[src/rtl/mult_pkg.sv]
// Shared types and helpers for the sequential signed multiplier.
package mult_pkg;

    typedef enum logic [1:0] {
        IDLE = 2'd0,
        BUSY = 2'd1,
        DONE = 2'd2
    } mult_state_t;

    // Width of the step counter for an n-bit operand (n >= 2).
    function automatic int count_width(input int n);
        if (n < 2) begin
            return 1;
        end else begin
            return $clog2(n);
        end
    endfunction

endpackage

[src/rtl/signed_to_magnitude.sv]
// Splits an N-bit two's-complement value into sign and unsigned magnitude;
// the most-negative value maps to 2^(N-1), which still fits in N unsigned bits.
module signed_to_magnitude #(
    parameter int N = 5
) (
    input  logic signed [N-1:0] value,
    output logic        [N-1:0] mag,
    output logic                sign
);

    // Negate negative inputs; the unsigned result covers -2^(N-1) exactly.
    always_comb begin
        sign = value[N-1];
        if (sign) begin
            mag = ~value + N'(1);
        end else begin
            mag = value;
        end
    end

endmodule

[src/rtl/seq_signed_multiplier.sv]
// Shift-add signed multiplier, one partial product per clock, valid/ready on both sides.
// Define MULT_EARLY_EXIT_EN to finish as soon as the remaining multiplier bits are zero.
module seq_signed_multiplier
    import mult_pkg::*;
#(
    parameter int N = 5
) (
    input  logic                 clk,
    input  logic                 rst,
    input  logic                 in_valid,
    output logic                 in_ready,
    input  logic signed [N-1:0]  a,
    input  logic signed [N-1:0]  b,
    output logic                 out_valid,
    input  logic                 out_ready,
    output logic [2*N-1:0]       p,
    output logic                 busy
);

    localparam int CW = count_width(N);
    localparam int PW = 2 * N;

    mult_state_t   state_r;
    mult_state_t   state_next_s;

    logic [N-1:0]  a_mag_s;
    logic [N-1:0]  b_mag_s;
    logic          a_sign_s;
    logic          b_sign_s;

    logic [N-1:0]  mcand_r;
    logic [N-1:0]  mplier_r;
    logic          sign_r;
    logic [PW-1:0] acc_r;
    logic [CW-1:0] count_r;
    logic [PW-1:0] p_r;

    logic [PW-1:0] addend_s;
    logic [PW-1:0] acc_next_s;
    logic [N-1:0]  mplier_next_s;
    logic [PW-1:0] p_next_s;
    logic          last_step_s;

    signed_to_magnitude #(.N(N)) u_a_mag (
        .value (a),
        .mag   (a_mag_s),
        .sign  (a_sign_s)
    );

    signed_to_magnitude #(.N(N)) u_b_mag (
        .value (b),
        .mag   (b_mag_s),
        .sign  (b_sign_s)
    );

    // One shift-add step and the signed result it would produce if it is the last.
    always_comb begin
        addend_s      = {{N{1'b0}}, mcand_r} << count_r;
        mplier_next_s = mplier_r >> 1;
        if (mplier_r[0]) begin
            acc_next_s = acc_r + addend_s;
        end else begin
            acc_next_s = acc_r;
        end
        // Negating zero yields zero, so a zero product never comes out negative.
        if (sign_r) begin
            p_next_s = ~acc_next_s + PW'(1);
        end else begin
            p_next_s = acc_next_s;
        end
`ifdef MULT_EARLY_EXIT_EN
        last_step_s = (count_r == CW'(N - 1)) || (mplier_next_s == {N{1'b0}});
`else
        last_step_s = (count_r == CW'(N - 1));
`endif
    end

    // State register.
    always_ff @(posedge clk) begin
        if (rst) begin
            state_r <= IDLE;
        end else begin
            state_r <= state_next_s;
        end
    end

    // Next-state logic and state-decoded handshake outputs.
    always_comb begin
        state_next_s = state_r;
        in_ready     = 1'b0;
        out_valid    = 1'b0;
        busy         = 1'b0;
        case (state_r)
            IDLE: begin
                in_ready = 1'b1;
                if (in_valid) begin
                    state_next_s = BUSY;
                end else begin
                    state_next_s = IDLE;
                end
            end
            BUSY: begin
                busy = 1'b1;
                if (last_step_s) begin
                    state_next_s = DONE;
                end else begin
                    state_next_s = BUSY;
                end
            end
            DONE: begin
                out_valid = 1'b1;
                if (out_ready) begin
                    state_next_s = IDLE;
                end else begin
                    state_next_s = DONE;
                end
            end
            default: begin
                state_next_s = IDLE;
            end
        endcase
    end

    // Operand capture, accumulation and result register.
    always_ff @(posedge clk) begin
        if (rst) begin
            mcand_r  <= {N{1'b0}};
            mplier_r <= {N{1'b0}};
            sign_r   <= 1'b0;
            acc_r    <= {PW{1'b0}};
            count_r  <= {CW{1'b0}};
            p_r      <= {PW{1'b0}};
        end else begin
            case (state_r)
                IDLE: begin
                    if (in_valid) begin
                        mcand_r  <= a_mag_s;
                        mplier_r <= b_mag_s;
                        sign_r   <= a_sign_s ^ b_sign_s;
                        acc_r    <= {PW{1'b0}};
                        count_r  <= {CW{1'b0}};
                    end
                end
                BUSY: begin
                    acc_r    <= acc_next_s;
                    mplier_r <= mplier_next_s;
                    count_r  <= count_r + CW'(1);
                    if (last_step_s) begin
                        p_r <= p_next_s;
                    end
                end
                DONE: begin
                    p_r <= p_r;
                end
                default: begin
                    p_r <= p_r;
                end
            endcase
        end
    end

    assign p = p_r;

endmodule

[config.mk]
export PLATFORM = sky130hd
export DESIGN_NAME = seq_signed_multiplier
export DESIGN_NICKNAME = d
export VERILOG_FILES = /design/src/rtl/mult_pkg.sv /design/src/rtl/signed_to_magnitude.sv /design/src/rtl/seq_signed_multiplier.sv
export SDC_FILE = /design/constraint.sdc
export NUM_CORES = 1
export LEC_CHECK = 0
export ABC_CLOCK_PERIOD_IN_PS = 3100
export CELL_PAD_IN_SITES_DETAIL_PLACEMENT = 0
export CELL_PAD_IN_SITES_GLOBAL_PLACEMENT = 2
export CORE_MARGIN = 2
export CORE_UTILIZATION = 30
export DETAILED_ROUTE_END_ITERATION = 7
export PLACE_DENSITY = 0.75
export SYNTH_ARGS = -nofsm -noshare
export SYNTH_HDL_FRONTEND = slang
export SYNTH_HIERARCHICAL = 1
export SYNTH_SLANG_ARGS = --single-unit
export TNS_END_PERCENT = 100
[constraint.sdc]
create_clock -name clk -period 3.1 [get_ports clk]
set_input_delay 0.62 -clock clk [delete_from_list [all_inputs] [get_ports clk]]
set_output_delay 0.62 -clock clk [all_outputs]
set_load 0.05 [all_outputs]
==> metrics.txt, run 1 <==
Die H around 96 um; initial antenna violation count 0; worst slack, placed -0.147 ns; # fillers between 800 and 900; worst hold start p[4]; Reg-to-Reg End p[8]; Worst Hold End p[4]; Starting Density 30.9%; HP Class flip-flop to flip-flop; Syn Nets 365; largest area contributor in the netlist dfxtp_1; top_reg_cell synth dfxtp_1; CTS tree done; Die X 96.0 um; minimum clock period 3.03 ns; Final Hold Vio Count 0; final setup TNS 0 ns; P_leak 1.33 nW; DR vias/cell 4.98; vias in the first global route 2,324; CP required 3.34 ns; Area Growth Syn to Fin 35.4%; WL per Instance 14.3 um; layout cells sized above 1 24.0%; clock sinks 36; Worst setup SP type flip-flop; Final #Nets 424; CP max FO 4; synth unique cells 53; placed cells around 480; core area 8220 um^2; global-route wire length before repair 11,700 um; Num CTS Buffers 5; Worst-Margin Slew ~0.86 ns; vias after detailed routing 2,497; post-DP HPWL 5200 um; Syn Inst Count 336; Fin Hold WS 0.453 ns; ys async rst share 0%; status finished clean; flop-to-flop setup slack 0.07 ns; period utilisation layout 97.8%; most frequent cell after synthesis nand2_1; Initial DRC Count about 160; Crit Path Class flip-flop to flip-flop; Critical Path AT 3.27 ns; post-route insts no fill 501; Seq cells post-synth 36; DRC Markers 0; Peak VDD IR around 0.00021 V; number of flops mapped to enable cells by yosys 0; I/O pins 27; H-tree depth 2; Final ANT Viol Nets 0; max-cap viol count 0; grt ovf 0; RSZ-0062 raised after global routing true; I/O Buffers 26; Max-slew headroom 42.3%; All-Layer GR Usage 16.5%; ANT cells 0; pin count of the biggest net entering global routing 37; Slew Viols, Final 0; Final setup viols 0; clock buffer depth 2; latest clock arrival within the worst-skew pair slightly below 0.3 ns; Final Skew 0.0147 ns; Synth top cells by count nand2_1 (69), dfxtp_1 (36), nor2_1 (31), a21oi_1 (28); Fmax achieved 330 MHz; sequential-to-total area share from yosys stat between 20% and 30%; Post-Route WL 7160 um; post-route setup slack 0.0686 ns; die area slightly above 9000 um^2; Yosys top cell area share 28.4%; Worst R2R Start count_r[1]; Clock Tree Root clkbuf_8; crit end category flip-flop; Pre-antenna DRT Iters 4; GPL Wtd Cong 0.837; Synth area leaders dfxtp_1 (28%), nand2_1 (10%), ha_1 (6.9%), a21oi_1 (5.5%), nor2_1 (4.6%); Rows 33; synthesized cell area 2540 um^2; Worst Reg-to-Reg Cells 13; WHS Path Cells 2; Clk pin slew, worst setup/hold paths 0.09 ns; power density cells 323 nW/um^2; post-synthesis average cell area 7.56 um^2; synth warn 6
==> worst max-delay path: stages, from the launching register on <==
cell and delay (ns):
dfxtp_4 0.37, mux2_2 0.35, nand2_1 0.08, o21ai_2 0.08
o2bb2ai_2 0.14, ha_4 0.28, and3b_1 0.21, a211oi_4 0.26
o311ai_4 0.15, or4_4 0.46, o31ai_4 0.19, xor2_1 0.16
nand2_1 0.08, a21oi_2 0.16
==> through the flow <==
step           power (W)  util, %  instance area [um^2]
4_1_cts          0.00111     40.0                  3290
3_5_place_dp    0.000734     38.0                  3120
6_report         0.00111     41.8                  3440
5_1_grt          0.00117     41.8                  3440
2_1_floorplan   0.000654        -                  2550
3_3_place_gp    0.000735     38.0                  3120
==> worst max path at each step <==
stage	slack (ns)	from	to	depth (start not counted)
global placement	-0.14	count_r[1]	p[8]	14
floorplan	0.003	count_r[0]	p[8]	14
detailed placement	-0.15	count_r[1]	p[8]	12
global route	-0.07	count_r[1]	p[8]	13
CTS	0.004	count_r[1]	p[8]	13
finish	0.07	count_r[1]	p[8]	13
==> repair_timing <==
item | in CTS | in global routing
endpoints found under the setup margin | 4 | 5
pin swaps | 3 | 3
endpoints found under the hold margin | 0 | 0
buffers inserted | 6 | 3
hold buffers | 0 | 0
gates resized for setup | 9 | 31
==> kinds of logic (layout without fill, tap and decap cells) <==
logic type | Yosys count | count (layout) | share of synthesized area [%]
multiplexers | 11 | 11 | 4.39
adder cells (fa/ha/maj) | 15 | 15 | 7.69
AO/OA/AOI/OAI | 82 | 82 | 21.9
XOR/XNOR | 15 | 15 | 5.72
AND/OR/NAND/NOR | 144 | 144 | 25.8
buffers and inverters | 33 | 93 | 6.11
flip-flops | 36 | 36 | 28.4
==> power by group <==
part / switching [W] / total (W) / internal (W)
combinational: 0.000142 / 0.000258 / 0.000116
clock: 0.000176 / 0.000357 / 0.000182
sequential: 0.0000182 / 0.000494 / 0.000476
total: 0.000336 / 0.00111 / 0.000774
==> state kept, by name (all words and copies together), names as in the netlist <==
name      cells
mplier_r      5
state_r       2
count_r       3
sign_r        1
mcand_r       5
acc_r        10
p            10
==> placed cells by master (no fill, tap or decap), types with 3 or more instances in the layout <==
cell,instances
nand2_1,67
buf_4,48
dfxtp_1,33
nor2_1,30
a21oi_1,27
clkdlybuf4s50_1,25
xnor2_1,11
inv_1,10
nand3_1,10
nor3_1,9
ha_1,9
o21ai_0,8
a211oi_1,8
mux2i_1,6
clkbuf_8,6
nand2b_1,5
a31oi_1,5
mux2i_2,4
a311oi_1,4
o31ai_2,4
o21ai_2,3
a211o_1,3
xor2_1,3
ha_4,3
==> routing by layer <==
layer	up-vias	GRT usage [%]	routed length (um)	share of wire, %
li1	1301	-	-	-
met1	1154	23.3	3660	51
met2	36	26.4	3190	45
met3	6	2.35	248	3.5
met4	0	3.93	65	0.91
met5	-	0	0	0
==> cell type report <==
| type | count | area, um^2 | area share [%] |
|---|---|---|---|
| Inverter | 11 | 43.8 | 1.27 |
| Timing Repair Buffer | 74 | 622 | 18.1 |
| Sequential cell | 36 | 729 | 21.2 |
| Clock buffer | 8 | 90.1 | 2.62 |
| Tap cell | 105 | 131 | 3.82 |
| Multi-Input combinational cell | 267 | 1820 | 53.0 |
Power figures use the tool's default switching activity.
==> inputs of run 2 (changes only) <==
--- a/config.mk
+++ b/config.mk
@@ -14,6 +14,5 @@
 export PLACE_DENSITY = 0.75
 export SYNTH_ARGS = -nofsm -noshare
 export SYNTH_HDL_FRONTEND = slang
-export SYNTH_HIERARCHICAL = 1
 export SYNTH_SLANG_ARGS = --single-unit
 export TNS_END_PERCENT = 100
==> run 2 against run 1 <==
Net effect: sequential cell count unchanged; via count decreased by 3.7%; combinational power decreased by 7%; routed wire length decreased by 5.4%; worst hold slack improved by 0.0087 ns; design area decreased by 4.3%; critical path depth increased by 1; fmax decreased by 0.40%.
==> metrics.txt, run 2 <==
P_leak 1.30 nW (-1.7%); DRC Markers 0 (unchanged); Fmax achieved 329 MHz (-0.40%); WHS Path Cells 2 (unchanged); Post-Route WL 6770 um (-5.4%); latest clock arrival within the worst-skew pair 0.29 ns (about the same); global-route wire length before repair 11,500 um (-1.8%); synthesized cell area 2470 um^2 (-2.7%); synth unique cells 56 (+5.7%); CTS Hold Bufs 0 (unchanged); Net Sw Frac 28.6% (-1.6 points); core area 8090 um^2 (-1.5%); Switch Pwr 0.000330 W (-1.8%); area of the multi-input gates 1690 um^2 (-7.0%); Reg-to-Reg End p[9]; Final setup viols 0 (unchanged); Starting Density 30.5% (-0.38 points); Worst setup SP type flip-flop; flop-to-flop setup slack 0.06 ns (about the same); Reg power frac 43.0% (-1.5 points); most frequent cell after synthesis nand2_1; WL per Instance 14.1 um (-1.1%); post-DP HPWL 5240 um (+0.78%); Synth top cells by count nand2_1 (40), dfxtp_1 (36), nor2_1 (36), a21oi_1 (28), nand3_1 (15); vias after detailed routing 2,405 (-3.7%); Peak VDD IR 0.000149 V (-27%); CP max FO 6 (+2); DR vias/cell 5.02 (+0.74%); Clock Tree Root clkbuf_8; Slew Viols, Final 0 (unchanged); Area Growth Syn to Fin 33.2%; CP required 3.30 ns (-0.04 ns); Final ANT Viol Nets 0 (unchanged); # fillers 886 (+5.0%); placed cells 470 (-2.9%); Final Skew 0.00806 ns (-0.00662 ns); post-route cell area 3290 um^2 (-4.3%); I/O pins 27 (unchanged); Yosys top cell area share 29.2% (+0.79 points); worst hold start p[3]; Syn Inst Count 314 (-6.5%); combinational share of power 20.8% (-2.5 points); initial antenna violation count 0 (unchanged); Rows 33 (unchanged); Synth area leaders dfxtp_1 (29%), ha_1 (7.1%), nand2_1 (6.1%), a21oi_1 (5.7%), nor2_1 (5.5%); H-tree depth 2 (unchanged); status finished clean; register area 726 um^2 (-0.51%); Max-slew headroom 52.2% (+9.8 points); most common cell after layout, fill and taps aside buf_4; synth warn 0 (-6); ys async rst share 0% (unchanged); I/O Buffers 26 (unchanged); minimum clock period 3.04 ns (+0.0122 ns); sequential-to-total area share from yosys stat 29.2% (+0.79 points); HP Class flip-flop to flip-flop; layout cells sized above 1 20.3% (-3.7 points); Crit Path Class flip-flop to flip-flop; Internal 0.000823 W (+6.3%); CTS tree done; grt ovf 0 (unchanged); pin count of the biggest net entering global routing 20 (-46%); Clock Power Share 36.2% (+4.0 points); Num CTS Buffers 5 (unchanged); Tot Pwr 0.00115 W (+3.9%); largest area contributor in the netlist dfxtp_1; die area 8970 um^2 (-2.6%); Die H 94.7 um (-1.3%); Final Hold Vio Count 0 (unchanged); GPL Wtd Cong 0.814 (-2.7%); vias in the first global route 2,371 (+2.0%); Worst R2R Start count_r[1]; top_reg_cell synth dfxtp_1; Util after Layout 40.7% (-1.2 points); Final #Nets 402 (-5.2%); period utilisation layout 98.2% (+0.39 points); Worst Reg-to-Reg Cells 14 (+1); Syn Nets 343 (-6.0%); power density cells 350 nW/um^2 (+8.5%); Critical Path AT 3.25 ns (-0.02 ns); Worst Hold End p[3]; RSZ-0062 raised after global routing true; Placed Instance Area 3110 um^2 (-0.40%); Die X 94.7 um (-1.3%); clock buffer depth 2 (unchanged); Pre-antenna DRT Iters 6 (+2); All-Layer GR Usage 16.3% (-0.17 points); post-synthesis average cell area 7.87 um^2 (+4.1%); Initial DRC Count 76 (-51%); ANT cells 0 (unchanged); post-route insts no fill 479 (-4.4%); number of flops mapped to enable cells by yosys 0 (unchanged); max-cap viol count 0 (unchanged); post-route setup slack 0.0564 ns (-0.0122 ns); Worst-Margin Slew 0.716 ns (-0.147 ns); Clk pin slew, worst setup/hold paths 0.08 ns (about the same); worst slack, placed -0.124 ns (+0.0232 ns); clock sinks 36 (unchanged); Seq cells post-synth 36 (unchanged); most frequent cells in the layout buf_4 (42), nand2_1 (40), nor2_1 (36); crit end category flip-flop
run 2: cell types whose count changed in the layout (fill, tap and decap cells not counted), sizes merged, moves of 3 or more:
cell / change
a211oi: -3
a21o: +5
a221oi: +3
a311oi: -3
buf: -6
nand2: -29
nand3: +5
nor2: +5
nor3: -9
o21ai: -5
or3: +3
run 2: area by class of cell:
type	instances	share of cell area, %
multi-input combinational	249	51.5
sequential	36	22.1
timing repair buffer	69	17.8
tap	105	3.99
clock buffer	6	2.21
inverter	12	1.37
clock inverter	2	1.06
run 2: per-layer routing:
layer | track usage, % | part of all wire (%) | vias to the layer above
li1 | - | - | 1255
met1 | 21.8 | 50 | 1127
met2 | 28.0 | 47 | 21
met3 | 2.87 | 1.8 | 2
met4 | 2.54 | 0.32 | 0
met5 | 0 | 0 | -
run 2: worst max path at each step:
stage / slack (ns) / endpoint / cells past startpoint / from
5_1_grt: -0.10 / p[9] / 13 / count_r[1]
3_5_place_dp: -0.12 / p[8] / 11 / count_r[1]
3_3_place_gp: -0.04 / p[8] / 11 / count_r[1]
2_1_floorplan: 0.0007 / p[8] / 12 / count_r[1]
4_1_cts: 0.02 / p[9] / 12 / count_r[0]
6_report: 0.06 / p[9] / 14 / count_r[1]
run 2: power by group through the flow:
stage / registers, W / logic (W) / clock network (W)
after global placement: 0.000506 / 0.000230 / 0
final: 0.000496 / 0.000240 / 0.000417
after floorplan: 0.000494 / 0.000146 / 0
after global routing: 0.000498 / 0.000266 / 0.000452
after detailed placement: 0.000506 / 0.000231 / 0
after CTS: 0.000495 / 0.000233 / 0.000428
run 2: repair_timing:
| action | CTS | global route |
|---|---|---|
| buffers inserted | 0 | 1 |
| gates resized for setup | 3 | 16 |
| pin swaps | 0 | 5 |
| endpoints found under the setup margin | 4 | 8 |
| endpoints found under the hold margin | 0 | 0 |
run 2: worst max-delay path, stage by stage, from the launching register on:
cell and delay, ns:
dfxtp_4 0.37, buf_4 0.12, mux2i_2 0.23, nand2_1 0.10, o21ai_2 0.08, o22ai_1 0.10
ha_1 0.31, buf_4 0.16, a21oi_1 0.17, and2_4 0.18, a21oi_1 0.07, or3_1 0.36
and3_1 0.20, a211o_1 0.27, a311oi_1 0.24
run 2: cells by family after synthesis:
kind of cell    share of synthesized area, %
flops                                   29.2
mux                                     5.93
simple gates                            22.4
compound gates                          25.3
fa+ha+maj                               7.90
buf+inv                                 4.66
xor+xnor                                4.61
run 2: metrics by stage:
stage	setup TNS (ns)	hold slack, ns
2_1_floorplan	0	0.448
3_3_place_gp	-0.0504	0.442
3_5_place_dp	-0.202	0.451
4_1_cts	0	0.462
5_1_grt	-0.257	0.490
6_report	0	0.462
